**src/rtl/fft_pkg.sv**
```systemverilog
// Shared types and helpers for the FFT stage controllers:
// state encoding, bit reversal and twiddle-index arithmetic.
package fft_pkg;

  typedef enum logic [0:0] {
    LOAD = 1'b0,
    READ = 1'b1
  } fft_state_e;

  // Reverses the low w bits of v; w must be a
  // constant (the stage address width) when synthesised.
  function automatic logic [31:0] bitrev(
    input logic [31:0] v,
    input int          w
  );
    logic [31:0] r;
    r = '0;
    for (int i = 0; i < 32; i++) begin
      if (i < w) r[5'(w - 1 - i)] = v[5'(i)];
    end
    return r;
  endfunction

  // Twiddle exponent k for butterfly offset j of a
  // span-wide stage: W_N^(j * N / (2*span)).
  function automatic logic [31:0] twiddle_idx(
    input logic [31:0] j,
    input logic [31:0] n,
    input logic [31:0] span
  );
    return j * (n / (2 * span));
  endfunction

endpackage

```
**src/rtl/fft_rd_addr_gen.sv**
```systemverilog
// Maps a read counter to butterfly-pair RAM address and twiddle index.
// Ports: rd_cnt_i (counter) -> rd_ptr_o (address), rd_angle_o (twiddle).
module fft_rd_addr_gen
  import fft_pkg::*;
#(
  parameter int N     = 16,
  parameter int SIZE  = 4,
  parameter int STAGE = 4
) (
  input  logic [SIZE-1:0] rd_cnt_i,
  output logic [SIZE-1:0] rd_ptr_o,
  output logic [SIZE-2:0] rd_angle_o
);

  localparam logic [31:0] SPAN = 32'(1) << (STAGE - 1);
  localparam logic [31:0] NN   = 32'(N);

  logic [31:0] b;
  logic [31:0] j;
  logic [31:0] top;

  // Spans are powers of two, so the divide/modulo
  // reduce to bit slicing after constant folding.
  always_comb begin
    b   = 32'(rd_cnt_i >> 1);
    j   = b % SPAN;
    top = (b / SPAN) * (2 * SPAN) + j;
    rd_ptr_o   = rd_cnt_i[0] ? SIZE'(top + SPAN)
                             : SIZE'(top);
    rd_angle_o = (SIZE-1)'(twiddle_idx(j, NN, SPAN));
  end

endmodule

```
**src/rtl/fft_stage_ctrl.sv**
```systemverilog
// Radix-2 DIT stage sequencer: bit-reversed buffer load, then pair-order
// reads with twiddle index. Ports: in_* upstream, load/Re/Im write, en_rd/rd_* read.
module fft_stage_ctrl
  import fft_pkg::*;
#(
  parameter int bit_width = 29,
  parameter int N         = 16,
  parameter int SIZE      = 4,
  parameter int STAGE     = 4
) (
  input  logic                        clk,
  input  logic                        rst_n,
  input  logic                        in_valid,
  output logic                        in_ready,
  input  logic signed [bit_width-1:0] in_re,
  input  logic signed [bit_width-1:0] in_im,
  input  logic                        rd_hold,
  output logic                        load_data,
  output logic [SIZE-1:0]             invert_adr,
  output logic signed [bit_width-1:0] Re_i,
  output logic signed [bit_width-1:0] Im_i,
  output logic                        en_rd,
  output logic [SIZE-1:0]             rd_ptr,
  output logic [SIZE-2:0]             rd_angle_ptr,
  output logic                        frame_done
);

  localparam logic [SIZE-1:0] LAST = SIZE'(N - 1);

  fft_state_e state_q, state_d;

  logic [SIZE-1:0] wr_cnt_q, wr_cnt_d;
  logic [SIZE-1:0] rd_cnt_q, rd_cnt_d;
  logic            rdy_q, rdy_d;
  logic            load_q, load_d;
  logic [SIZE-1:0] adr_q, adr_d;
  logic signed [bit_width-1:0] re_q, re_d;
  logic signed [bit_width-1:0] im_q, im_d;
  logic            en_q, en_d;
  logic [SIZE-1:0] ptr_q, ptr_d;
  logic [SIZE-2:0] ang_q, ang_d;
  logic            done_q, done_d;

  logic [SIZE-1:0] ptr_c;
  logic [SIZE-2:0] ang_c;

  fft_rd_addr_gen #(
    .N     (N),
    .SIZE  (SIZE),
    .STAGE (STAGE)
  ) u_addr (
    .rd_cnt_i   (rd_cnt_q),
    .rd_ptr_o   (ptr_c),
    .rd_angle_o (ang_c)
  );

  always_comb begin
    state_d  = state_q;
    wr_cnt_d = wr_cnt_q;
    rd_cnt_d = rd_cnt_q;
    rdy_d    = rdy_q;
    load_d   = 1'b0;
    adr_d    = adr_q;
    re_d     = re_q;
    im_d     = im_q;
    en_d     = 1'b0;
    ptr_d    = ptr_q;
    ang_d    = ang_q;
    done_d   = 1'b0;
    unique case (state_q)
      LOAD: begin
        rdy_d = 1'b1;
        // rdy_q gates acceptance: the first LOAD
        // cycle after a frame still shows not-ready.
        if (in_valid && rdy_q) begin
          load_d   = 1'b1;
          adr_d    = SIZE'(bitrev(32'(wr_cnt_q), SIZE));
          re_d     = in_re;
          im_d     = in_im;
          wr_cnt_d = wr_cnt_q + 1'b1;
          if (wr_cnt_q == LAST) begin
            wr_cnt_d = '0;
            state_d  = READ;
            rdy_d    = 1'b0;
          end
        end
      end
      READ: begin
        rdy_d = 1'b0;
        if (!rd_hold) begin
          en_d     = 1'b1;
          ptr_d    = ptr_c;
          ang_d    = ang_c;
          rd_cnt_d = rd_cnt_q + 1'b1;
          if (rd_cnt_q == LAST) begin
            done_d   = 1'b1;
            rd_cnt_d = '0;
            state_d  = LOAD;
          end
        end
      end
      default: state_d = LOAD;
    endcase
  end

  always_ff @(posedge clk or negedge rst_n) begin
    if (!rst_n) begin
      state_q  <= LOAD;
      wr_cnt_q <= '0;
      rd_cnt_q <= '0;
      rdy_q    <= 1'b1;
      load_q   <= 1'b0;
      adr_q    <= '0;
      re_q     <= '0;
      im_q     <= '0;
      en_q     <= 1'b0;
      ptr_q    <= '0;
      ang_q    <= '0;
      done_q   <= 1'b0;
    end else begin
      state_q  <= state_d;
      wr_cnt_q <= wr_cnt_d;
      rd_cnt_q <= rd_cnt_d;
      rdy_q    <= rdy_d;
      load_q   <= load_d;
      adr_q    <= adr_d;
      re_q     <= re_d;
      im_q     <= im_d;
      en_q     <= en_d;
      ptr_q    <= ptr_d;
      ang_q    <= ang_d;
      done_q   <= done_d;
    end
  end

  assign in_ready     = rdy_q;
  assign load_data    = load_q;
  assign invert_adr   = adr_q;
  assign Re_i         = re_q;
  assign Im_i         = im_q;
  assign en_rd        = en_q;
  assign rd_ptr       = ptr_q;
  assign rd_angle_ptr = ang_q;
  assign frame_done   = done_q;

endmodule

```
**config.mk**
```make
export PLATFORM = sky130hd
export DESIGN_NAME = fft_stage_ctrl
export DESIGN_NICKNAME = d
export VERILOG_FILES = /design/src/rtl/fft_pkg.sv /design/src/rtl/fft_rd_addr_gen.sv /design/src/rtl/fft_stage_ctrl.sv
export SDC_FILE = /design/constraint.sdc
export NUM_CORES = 1
export LEC_CHECK = 0
export CAP_MARGIN = 10
export CELL_PAD_IN_SITES_DETAIL_PLACEMENT = 0
export CELL_PAD_IN_SITES_GLOBAL_PLACEMENT = 2
export CORE_ASPECT_RATIO = 0.75
export CORE_MARGIN = 1.5
export CORE_UTILIZATION = 25
export CTS_CLUSTER_SIZE = 24
export DETAILED_ROUTE_END_ITERATION = 6
export GPL_TIMING_DRIVEN = 0
export PLACE_DENSITY_LB_ADDON = 0.1
export SLEW_MARGIN = 20
export SYNTH_ARGS = -nofsm -noshare
export SYNTH_HDL_FRONTEND = slang
export SYNTH_SLANG_ARGS = --single-unit
```
**constraint.sdc**
```tcl
create_clock -name clk -period 2.9 [get_ports clk]
set_input_delay 0.29 -clock clk [delete_from_list [all_inputs] [get_ports clk]]
set_output_delay 0.29 -clock clk [all_outputs]
set_load 0.02 [all_outputs]
```
# After elaboration in Yosys (flattened, before gate mapping)

Cells that the tools add are included.

Logic and storage cells: 40
Input port bits: 62
Flip-flop bits (word level): 82
Output and inout port bits: 73

Reductions and logical operators: 3
Equality and inequality tests: 2
Muxes and demuxes: 18
Bitwise gates (word level): 2
Add/sub/neg operators: 3

Operators by type and width:

| operator              | number |
|---|---|
| $mux W1               | 13 |
| $mux W4               | 3 |
| $add A4 B1 Y4 const B | 2 |
| $eq A4 B4 Y1 const B  | 2 |
| $add A3 B4 Y4 const B | 1 |
| $pmux W1 S2           | 2 |
| $reduce_and A2 Y1     | 2 |
| $not A1 Y1            | 2 |
| $logic_and A1 B1 Y1   | 1 |

# Longest topological paths before layout

Word-level depth: 4
Mapped depth: 5
Depth with buffers taken out: 4

# Cells and area by module

A second synthesis with hierarchy kept.

Cells, all modules: 346
Area total of the unflattened synthesis: 3209.3 sq um

By module, submodules not included:

| module          | cells an instance | area an instance (sq um) | seq. area each (sq um) | instances |
|---|---|---|---|---|
| fft_stage_ctrl  | 339               | 3156.8                   | 2053.2                 | 1 |
| fft_rd_addr_gen | 7                 | 52.6                     | 0.0                    | 1 |

# Worst setup path after synthesis

OpenSTA, ideal clock, no wires.

Path kind: register to register
From: reg rdy_q (netlist: in_ready)
To: reg adr_q[1] (netlist: invert_adr[1])
Required time: 2.778 ns
Data arrival time: 1.099 ns
Setup time: 0.122 ns
Slack: 1.679 ns
Stages on the path, launching flop included: 6
Path through: dfstp_2 -> nand3b_4 -> buf_6 -> buf_4 -> nand2_1 -> nand2_1

Cells in the longest elaborated chain, start to end: 2

RTL lines:

| element                     | RTL line              | source |
|---|---|---|
| start, declared             | fft_stage_ctrl.sv:34  | `logic rdy_q, rdy_d;` |
| start signal, assigned      | fft_stage_ctrl.sv:124 | `rdy_q <= rdy_d;` |
| $logic_and A1 B1 Y1         | fft_stage_ctrl.sv:75  | `if (in_valid && rdy_q) begin` |
| $reduce_and A2 Y1 (no line) | n/a                   |  |
| end signal, assigned        | fft_stage_ctrl.sv:126 | `adr_q <= adr_d;` |
| end, declared               | fft_stage_ctrl.sv:36  | `logic [SIZE-1:0] adr_q, adr_d;` |

No other way between the ends.
A chain may end at the register's enable or synchronous reset.

# Final worst setup path

From: reg rdy_q (netlist: in_ready)
To: out in_ready

RTL lines:

| element       | RTL line             | source |
|---|---|---|
| end, declared | fft_stage_ctrl.sv:14 | `output logic in_ready,` |

No word-level cell between the ends.

==> insert_results.sql <==
INSERT INTO impl_metrics (metric_group, metric, value, unit) VALUES
('logic_synthesis', 'yosysTopAreaCell', 'sky130_fd_sc_hd__dfrtp_1', ''),
('cells_and_area', 'areaGrowthSynthToFinish', '63.1', '%'),
('place', 'dp.cells', '625', ''),
('drt', 'drc_errors', '0', ''),
('logic_synthesis', 'synth_enable_flop_cells', '0', ''),
('critical_path', 'worst_path_largest_cell_delay', '630', 'ps'),
('floorplan', 'die-area', '12900', 'um2'),
('drt', 'route.detailed.vias_per_inst', '3.98', ''),
('critical_path', 'timing.critical_path.from', 'in_ready$_DFF_PN1_', ''),
('floorplan', 'width_of_the_chip', '130', 'um'),
('sta', 'setup_ws', '1080', 'ps'),
('floorplan', 'initial_utilization', '26.0', '%'),
('drt', 'drt_first_pass_iters', '4', ''),
('cells_and_area', 'nFillCells', '1211', ''),
('drt', 'antenna_violating_nets_remaining', '0', ''),
('logic_synthesis', 'area_fraction_of_the_dominant_cell_type_after_synthesis', '64.0', '%'),
('place', 'buffer_ports.inserted', '134', ''),
('sta', 'layout_worst_path_cycle_share', '62.7', '%'),
('logic_synthesis', 'ys_top_cells_by_area', 'sky130_fd_sc_hd__dfrtp_1 64%, sky130_fd_sc_hd__nand2_1 25%, sky130_fd_sc_hd__buf_4 2.5%', ''),
('clock_network', 'worst_setup_hold_path_clk_slew', '50', 'ps'),
('power', 'static-leakage-power', '2.42', 'nW'),
('power', 'power.ir.vdd_worst', '0.445', 'mV'),
('clock_network', 'clock_insertion_delay_worst_skew', '330', 'ps'),
('place', 'hpwl', '5800', 'um'),
('worst_hold_path', 'worst_hold_startpoint', 'Re_i[23]$_DFFE_PN0P_', ''),
('cells_and_area', 'final_layout_size_suffix_gt1_share', '8.13', '%'),
('sta', 'timing_worst_slew_pin_value', '544', 'ps'),
('critical_path', 'worst_r2r_end', 'Im_i[3]$_DFFE_PN0P_', ''),
('run', 'timing.max_cap.violations', '0', ''),
('floorplan', 'core_box_area', '11700', 'um2'),
('sta', 'setup_repair_after_global_routing_missed_its_margin', 'false', ''),
('sta', 'finalClockSkew', '4.94', 'ps'),
('outcome', 'run_status', 'complete, no violations', ''),
('worst_hold_path', 'hold-path-cell-count', '2', ''),
('logic_synthesis', 'synth_seq_area_share', '64.9', '%'),
('critical_path', 'critical_path_required', '2610', 'ps'),
('floorplan', 'die_h', '98.6', 'um'),
('clock_network', 'number_of_buffers_on_the_longest_clock_path', '2', ''),
('cells_and_area', 'fin_area', '4970', 'um2'),
('clock_network', 'cts.root.buffer_cell', 'sky130_fd_sc_hd__clkbuf_16', ''),
('global_routing', 'groute.usage.overall', '13.5', '%'),
('critical_path', 'library_cell_contributing_the_largest_single_delay_on_the_critical_path', 'sky130_fd_sc_hd__clkdlybuf4s50_1', ''),
('logic_synthesis', 'ys_warn_count', '0', ''),
('logic_synthesis', 'synthArstFlopShare', '100', '%'),
('global_routing', 'grt_antenna_before_repair', '0', ''),
('logic_synthesis', 'ys_seq_elements', '79', ''),
('worst_hold_path', 'holdCritPathClass', 'flop to flop', ''),
('clock_network', 'cts_tree', 'done', ''),
('clock_network', 'post_cts_buffers', '0', ''),
('logic_synthesis', 'synth_common_cells', '207 x sky130_fd_sc_hd__nand2_1, 78 x sky130_fd_sc_hd__dfrtp_1, 10 x sky130_fd_sc_hd__buf_4', ''),
('power', 'switching_fraction', '36.7', '%'),
('power', 'power.clock.fraction', '21.8', '%'),
('critical_path', 'r2r.worst_path.cells', '5', ''),
('sta', 'slew-limit-headroom', '63.7', '%'),
('global_routing', 'grt_pass1_vias', '2622', ''),
('logic_synthesis', 'synthesis.instances', '328', ''),
('drt', 'routed-via-count', '2556', ''),
('floorplan', 'floorplan.io_pins', '135', ''),
('logic_synthesis', 'synth_fp_nets', '392', ''),
('sta', 'report.final.slew_viol_count', '0', ''),
('logic_synthesis', 'primary_ff_master_synth', 'sky130_fd_sc_hd__dfrtp_1', ''),
('sta', 'fmax', '550', 'MHz'),
('power', 'pwr-share-seq', '33.2', '%'),
('logic_synthesis', 'post_synthesis_instance_area', '3050', 'um2'),
('global_routing', 'grt_pass1_wl', '13300', 'um'),
('cells_and_area', 'post_layout_nonfiller_instances', '642', ''),
('logic_synthesis', 'post-synth-top-count-cell', 'sky130_fd_sc_hd__nand2_1', ''),
('critical_path', 'timing.critical_path.from_type', 'flop', ''),
('clock_network', 'ctsHoldBuffers', '1', ''),
('power', 'cellPowerDensity', '1170', 'nW/um2'),
('floorplan', 'num_rows', '34', '');
==> worst max path at each step <==
stage | end | cells after the start
floorplan | invert_adr[1]$_DFFE_PN0P_ | 5
finish | in_ready | 1
detailed placement | Im_i[13]$_DFFE_PN0P_ | 6
CTS | in_ready | 1
global route | in_ready | 1
global placement | Re_i[20]$_DFFE_PN0P_ | 1
==> area by class of cell <==
| class | instances | area, um2 | area share, % |
|---|---|---|---|
| plain buffers | 17 | 116 | 2.34 |
| clock buffers | 14 | 284 | 5.71 |
| clock inverters | 2 | 60.1 | 1.21 |
| inverters | 2 | 7.51 | 0.151 |
| multi-input cells | 230 | 946 | 19.0 |
| flip-flops and latches | 79 | 1980 | 39.8 |
| well taps | 162 | 203 | 4.08 |
| repair buffers | 136 | 1380 | 27.7 |
==> cell usage in the layout, fill, tap and decap left out, types with 2 or more instances in the layout <==
cell type,n
sky130_fd_sc_hd__clkbuf_8,4
sky130_fd_sc_hd__clkdlybuf4s50_1,133
sky130_fd_sc_hd__xnor2_1,2
sky130_fd_sc_hd__ha_1,2
sky130_fd_sc_hd__dfrtp_1,78
sky130_fd_sc_hd__clkbuf_16,9
sky130_fd_sc_hd__o21ai_0,3
sky130_fd_sc_hd__nand2_1,207
sky130_fd_sc_hd__a21oi_1,2
sky130_fd_sc_hd__buf_4,11
sky130_fd_sc_hd__buf_2,6
sky130_fd_sc_hd__inv_2,2
sky130_fd_sc_hd__bufinv_16,2
sky130_fd_sc_hd__nor2_1,3
==> registers in the layout, indices dropped and copies added, names as in the netlist <==
register    flops
invert_adr      4
en_rd           1
load_data       1
frame_done      1
in_ready        1
state_q         1
Re_i           29
rd_ptr          4
wr_cnt_q        4
rd_cnt_q        4
Im_i           29
==> per-stage QoR <==
step / total power, mW / utilization [%] / setup TNS (ps)
floorplan: 3.28 / - / 0
global placement: 4.57 / 39.1 / -126030
detailed placement: 4.61 / 39.3 / 0
CTS: 5.93 / 42.3 / 0
global route: 6.26 / 42.3 / 0
finish: 5.83 / 42.3 / 0
==> kinds of logic (layout without fill, tap and decap cells) <==
logic type	Yosys count	count (layout)	share of synthesized area (%)
xor gates and xnor gates	2	2	0.575
buffers and inverters	19	171	4.06
DFF	79	79	64.9
muxes	1	1	0.369
and+or+nand+nor	217	217	27.8
adders and majority gates	2	2	0.821
AOI/OAI and AO/OA	8	8	1.44
==> per-layer routing <==
metal	part of all wire [%]	vias up	wire [um]	track usage (%)
met3	9.4	8	780	6.46
met4	1.3	0	105	3.80
met5	0	-	0	0
met2	41	87	3420	19.2
met1	48	1168	4020	18.3
li1	-	1293	-	-
==> power groups by stage <==
stage / Sequential, mW / Combinational [mW] / Clock, mW
final: 1.94 / 2.62 / 1.27
after global routing: 2.00 / 2.89 / 1.37
after CTS: 1.94 / 2.67 / 1.32
after detailed placement: 1.95 / 2.66 / 0
after global placement: 1.93 / 2.64 / 0
after floorplan: 2.48 / 0.796 / 0
Power figures use the tool's default switching activity.
